`src/rtl/demultiplexer4.sv`:
```
// Registered 1-to-4 stream demultiplexer with a skid buffer and per-port beat counters.
// A single beat stream is steered to one of four consumers by a 2-bit tag carried with each beat.
module demultiplexer4 #(
  parameter int WIDTH     = 32,
  parameter int CNT_WIDTH = 8
) (
  input  logic                   clock,
  input  logic                   reset,
  input  logic                   in_valid,
  output logic                   in_ready,
  input  logic [1:0]             in_sel,
  input  logic [WIDTH-1:0]       in_data,
  output logic [3:0]             out_valid,
  input  logic [3:0]             out_ready,
  output logic [WIDTH-1:0]       out_data,
  output logic [4*CNT_WIDTH-1:0] count
);

  logic             m_valid_q, m_valid_d;
  logic [1:0]       m_sel_q,   m_sel_d;
  logic [WIDTH-1:0] m_data_q,  m_data_d;
  logic             s_valid_q, s_valid_d;
  logic [1:0]       s_sel_q,   s_sel_d;
  logic [WIDTH-1:0] s_data_q,  s_data_d;

  logic in_fire;
  logic out_fire;

  // in_ready comes straight from the skid flop, so upstream never sees a path from out_ready.
  assign in_ready = !s_valid_q;
  assign in_fire  = in_valid && !s_valid_q;
  assign out_fire = m_valid_q && out_ready[m_sel_q];
  assign out_data = m_data_q;

  always_comb begin
    m_valid_d = m_valid_q;
    m_sel_d   = m_sel_q;
    m_data_d  = m_data_q;
    s_valid_d = s_valid_q;
    s_sel_d   = s_sel_q;
    s_data_d  = s_data_q;
    case ({m_valid_q, s_valid_q})
      2'b00: begin
        if (in_fire) begin
          m_valid_d = 1'b1;
          m_sel_d   = in_sel;
          m_data_d  = in_data;
        end
      end
      2'b10: begin
        if (in_fire && out_fire) begin
          m_sel_d  = in_sel;
          m_data_d = in_data;
        end else if (in_fire) begin
          s_valid_d = 1'b1;
          s_sel_d   = in_sel;
          s_data_d  = in_data;
        end else if (out_fire) begin
          m_valid_d = 1'b0;
        end
      end
      2'b11: begin
        if (out_fire) begin
          m_sel_d   = s_sel_q;
          m_data_d  = s_data_q;
          s_valid_d = 1'b0;
        end
      end
      2'b01: begin
        // Unreachable: the skid is only loaded while main holds a beat.
      end
    endcase
  end

  always_ff @(posedge clock) begin
    if (reset) begin
      m_valid_q <= 1'b0;
      m_sel_q   <= 2'd0;
      m_data_q  <= '0;
      s_valid_q <= 1'b0;
      s_sel_q   <= 2'd0;
      s_data_q  <= '0;
    end else begin
      m_valid_q <= m_valid_d;
      m_sel_q   <= m_sel_d;
      m_data_q  <= m_data_d;
      s_valid_q <= s_valid_d;
      s_sel_q   <= s_sel_d;
      s_data_q  <= s_data_d;
    end
  end

  genvar gi;
  generate
    for (gi = 0; gi < 4; gi++) begin : g_port
      logic [CNT_WIDTH-1:0] cnt_q;
      logic [CNT_WIDTH-1:0] cnt_d;

      assign out_valid[gi] = m_valid_q && (m_sel_q == 2'(gi));
      assign cnt_d = (out_fire && (m_sel_q == 2'(gi))) ? cnt_q + CNT_WIDTH'(1) : cnt_q;
      assign count[gi*CNT_WIDTH +: CNT_WIDTH] = cnt_q;

      always_ff @(posedge clock) begin
        if (reset) cnt_q <= '0;
        else       cnt_q <= cnt_d;
      end
    end
  endgenerate

  a_no_skid_without_main : assert property (@(posedge clock) disable iff (reset)
    !(s_valid_q && !m_valid_q));

endmodule

```
`config.mk`:
```
export PLATFORM = sky130hd
export DESIGN_NAME = demultiplexer4
export DESIGN_NICKNAME = d
export VERILOG_FILES = /design/src/rtl/demultiplexer4.sv
export SDC_FILE = /design/constraint.sdc
export NUM_CORES = 1
export LEC_CHECK = 0
export ABC_AREA = 1
export CAP_MARGIN = 20
export CORE_ASPECT_RATIO = 1.2
export CORE_MARGIN = 2
export CORE_UTILIZATION = 52
export CTS_CLUSTER_DIAMETER = 40
export DETAILED_ROUTE_END_ITERATION = 10
export PLACE_DENSITY_LB_ADDON = 0.05
export SLEW_MARGIN = 5
export SYNTH_ARGS = -nofsm -noshare
export SYNTH_HDL_FRONTEND = slang
export SYNTH_SLANG_ARGS = --single-unit
```
`constraint.sdc`:
```
create_clock -name clock -period 1.5 [get_ports clock]
set_input_delay 0.3 -clock clock [delete_from_list [all_inputs] [get_ports clock]]
set_output_delay 0.3 -clock clock [all_outputs]
set_load 0.02 [all_outputs]
```
==> reports/results.ini <==
[power]
p_int_uw = 5020
p_seq_share_pct = 40.9
ir_drop_v = 0.000818
p_switching_uw = 2290
power_frac_clock_pct = 31.7
finalPower_uw = 7310
combPwrFrac_pct = 27.4
leakagePower_uw = 0.00401
switching_share_pct = 31.4
power_density_nw_per_um2 = 924

[sta]
setup_viol = 23
maxSlewViolCount = 0
rsz0062_at_grt = true
timing.final.crit_share_pct = 104
max_freq_mhz = 642
period_minus_slack_ps = 1560
finalClockSkew_ps = 4.45
fin_setup_tns_ps = -443
hold_viol_final = 0
tightest_slew_ps = 339
worst_slew_margin_rel_pct = 77.4
fin_ws_ps = -58.6

[global_routing]
antenna_found_initial = 0
grt_pass1_vias = 5209
grt_max_degree = 48
grt-ovfl-total = 0
grt_pass1_wl_mm = 22.8
track_usage_pct = 24.1

[logic_synthesis]
synthFlopType = dfxtp_1
synth_edf_count = 0
avgSynthCellArea_sq_um = 6.27
synth_top_cell_by_area = dfxtp_1
ys_top_cells_by_area = dfxtp_1, nand2_1, inv_1
synth_area_sq_um = 5510
async_reset_ff_share_pct = 0
ys_seq_elements = 102
synth_nets = 924
synth.distinct_cells = 29
netlist.area_leader.share_pct = 37.1
syn_inst = 879
ys_warn_count = 0
ys_seq_area_share_pct = 37.1

[die]
die-area_sq_um = 11400
core_sq_um = 10400
die_w_microns = 98.0
rows = 41
die_h_microns = 117
io_pins = 110
initial_utilization_pct = 52.9

[setup_path]
slowest_delay_ps = 370
worst_setup_path_end_kind = register
start_kind = register
worstPathCellList = inv_2, buf_6, nand2_1, nand2_1, nand2_2, nand3_4, buf_6, clkbuf_16, nand3_1, nand2_1, nor2_1
cp.buffers_inverters = 4
critPathKind = register to register
worstPathRequired_ps = 1780
crit_fanout = 5
slowest_stage = dfxtp_4
cp.arrival_ps = 1840
cp_top_family = simple AND/OR/NAND/NOR gates
cp_common_cell = nand2_1

[routing]
drc_errors = 0
drt-initial-drc-count = 302
ant_nets = 0
vias = 6004
top_layer = met4
routed-wl-met2_mm = 8.15
routed_wl_mm = 16.0
vias_per_cell = 5.21
drt-met1-wl_mm = 6.55
wl_per_cell_microns = 13.9
wl_met3_microns = 892
first_pass_iters = 5

[clocking]
clk_pin_slew_ps = 70
clock_path_buffers = 2
htreeDepth = 3
clkLatencyLatePin_ps = 350
cts_root_buf = clkbuf_16
cts_tree = yes
clock_sinks = 102
cts_inserted_buffers = 9

[finish]
fin_util_pct = 75.9
area_growth_pct = 43.6
final_common_cell = nand2_1
fin_nets = 1065
layout_common_cells = nand2_1, inv_1, dfxtp_1, nor2_1, dlygate4sd2_1
finalInstanceArea_sq_um = 7910
diodes = 0
layout-drive-gt1-share_pct = 20.1

[placed_design]
placed_area_sq_um = 7030
numPortBuffers = 109
gp_congestion = 0.838
dpl_worst_slack_ps = -234
dp_hpwl_mm = 9.44

[min_path]
hold_class = register to register

[status]
status = complete, but fails checks
violations = setup timing

[flow_run]
drv_cap = 0

[worst min-delay path: stages (launching register included)]
cell,delay [ps]
dfxtp_1,340
a21oi_2,30
nor2_1,70
[Yosys cell counts (4+ instances only)]
cell      instances
a21oi_1          61
buf_1             9
buf_2            15
buf_4             5
buf_6             4
clkbuf_1         14
dfxtp_1         102
ha_1              4
inv_1           152
inv_2             8
nand2_1         250
nand2_2           5
nand3_1          49
nand3b_1          7
nand4_1          38
nor2_1           93
o21ai_0          42
xor2_1            7
[cells by family (layout without fill, tap and decap cells)]
group,count (synthesis),after routing,share of synthesized area [%]
AOI/OAI and AO/OA,105,105,9.61
xor gates and xnor gates,9,9,1.43
buffers and inverters,209,353,15.5
and+or+nand+nor,450,450,35.5
adders and majority gates,4,4,0.909
DFF,102,102,37.1
[flip-flops by register name, indices dropped and copies added (netlist names)]
| register | flops |
|---|---|
| g_port.cnt_q | 32 |
| out_data | 32 |
| s_data_q | 32 |
| m_sel_q | 2 |
| s_sel_q | 2 |
| m_valid_q | 1 |
| s_valid_q | 1 |
[per-layer routing]
| layer | track usage [%] | vias to the layer above |
|---|---|---|
| li1 | - | 2997 |
| met1 | 28.3 | 2780 |
| met2 | 44.3 | 192 |
| met3 | 4.97 | 35 |
| met4 | 7.41 | 0 |
| met5 | 0 | - |
[final cells by class]
type / instances / area, sq um
clock buffer: 9 / 225
sequential: 102 / 2050
multi-input combinational: 568 / 2980
clock inverter: 5 / 52.6
fill: 830 / 2500
inverter: 162 / 611
timing repair buffer: 177 / 1830
tap: 129 / 161
[power by group through the flow]
stage	clock network (uW)	logic, uW	registers (uW)
6_report	2320	2000	2990
3_3_place_gp	0	1620	3040
3_5_place_dp	0	1650	3040
5_1_grt	2410	2170	3010
4_1_cts	2320	1610	2980
2_1_floorplan	0	861	3150
[worst paths after layout]
kind                            slack, ps   startpoint           end  depth (start not counted)
worst max-delay path                  -60   m_sel_q[0]  out_data[25]                         11
worst min-delay path                  480  out_data[2]   out_data[2]                          2
worst max register to register        -60   m_sel_q[0]  out_data[25]                         11
worst min register to register        480  out_data[2]   out_data[2]                          2
[per-stage QoR]
stage / hold WS, ps / instances
finish: 480 / 1152
global route: 500 / 1152
CTS: 480 / 1135
detailed placement: 467 / 1119
global placement: 463 / 1119
floorplan: 485 / 879
[timing repair]
action | in CTS | in global routing
endpoints found under the hold margin | 0 | 0
pin swaps | 5 | 42
cloned | 1 | 10
resized for setup | 94 | 136
hold buffers | 0 | 0
setup endpoints to repair | 131 | 100
buffers inserted | 1 | 7
Power figures use the tool's default switching activity.
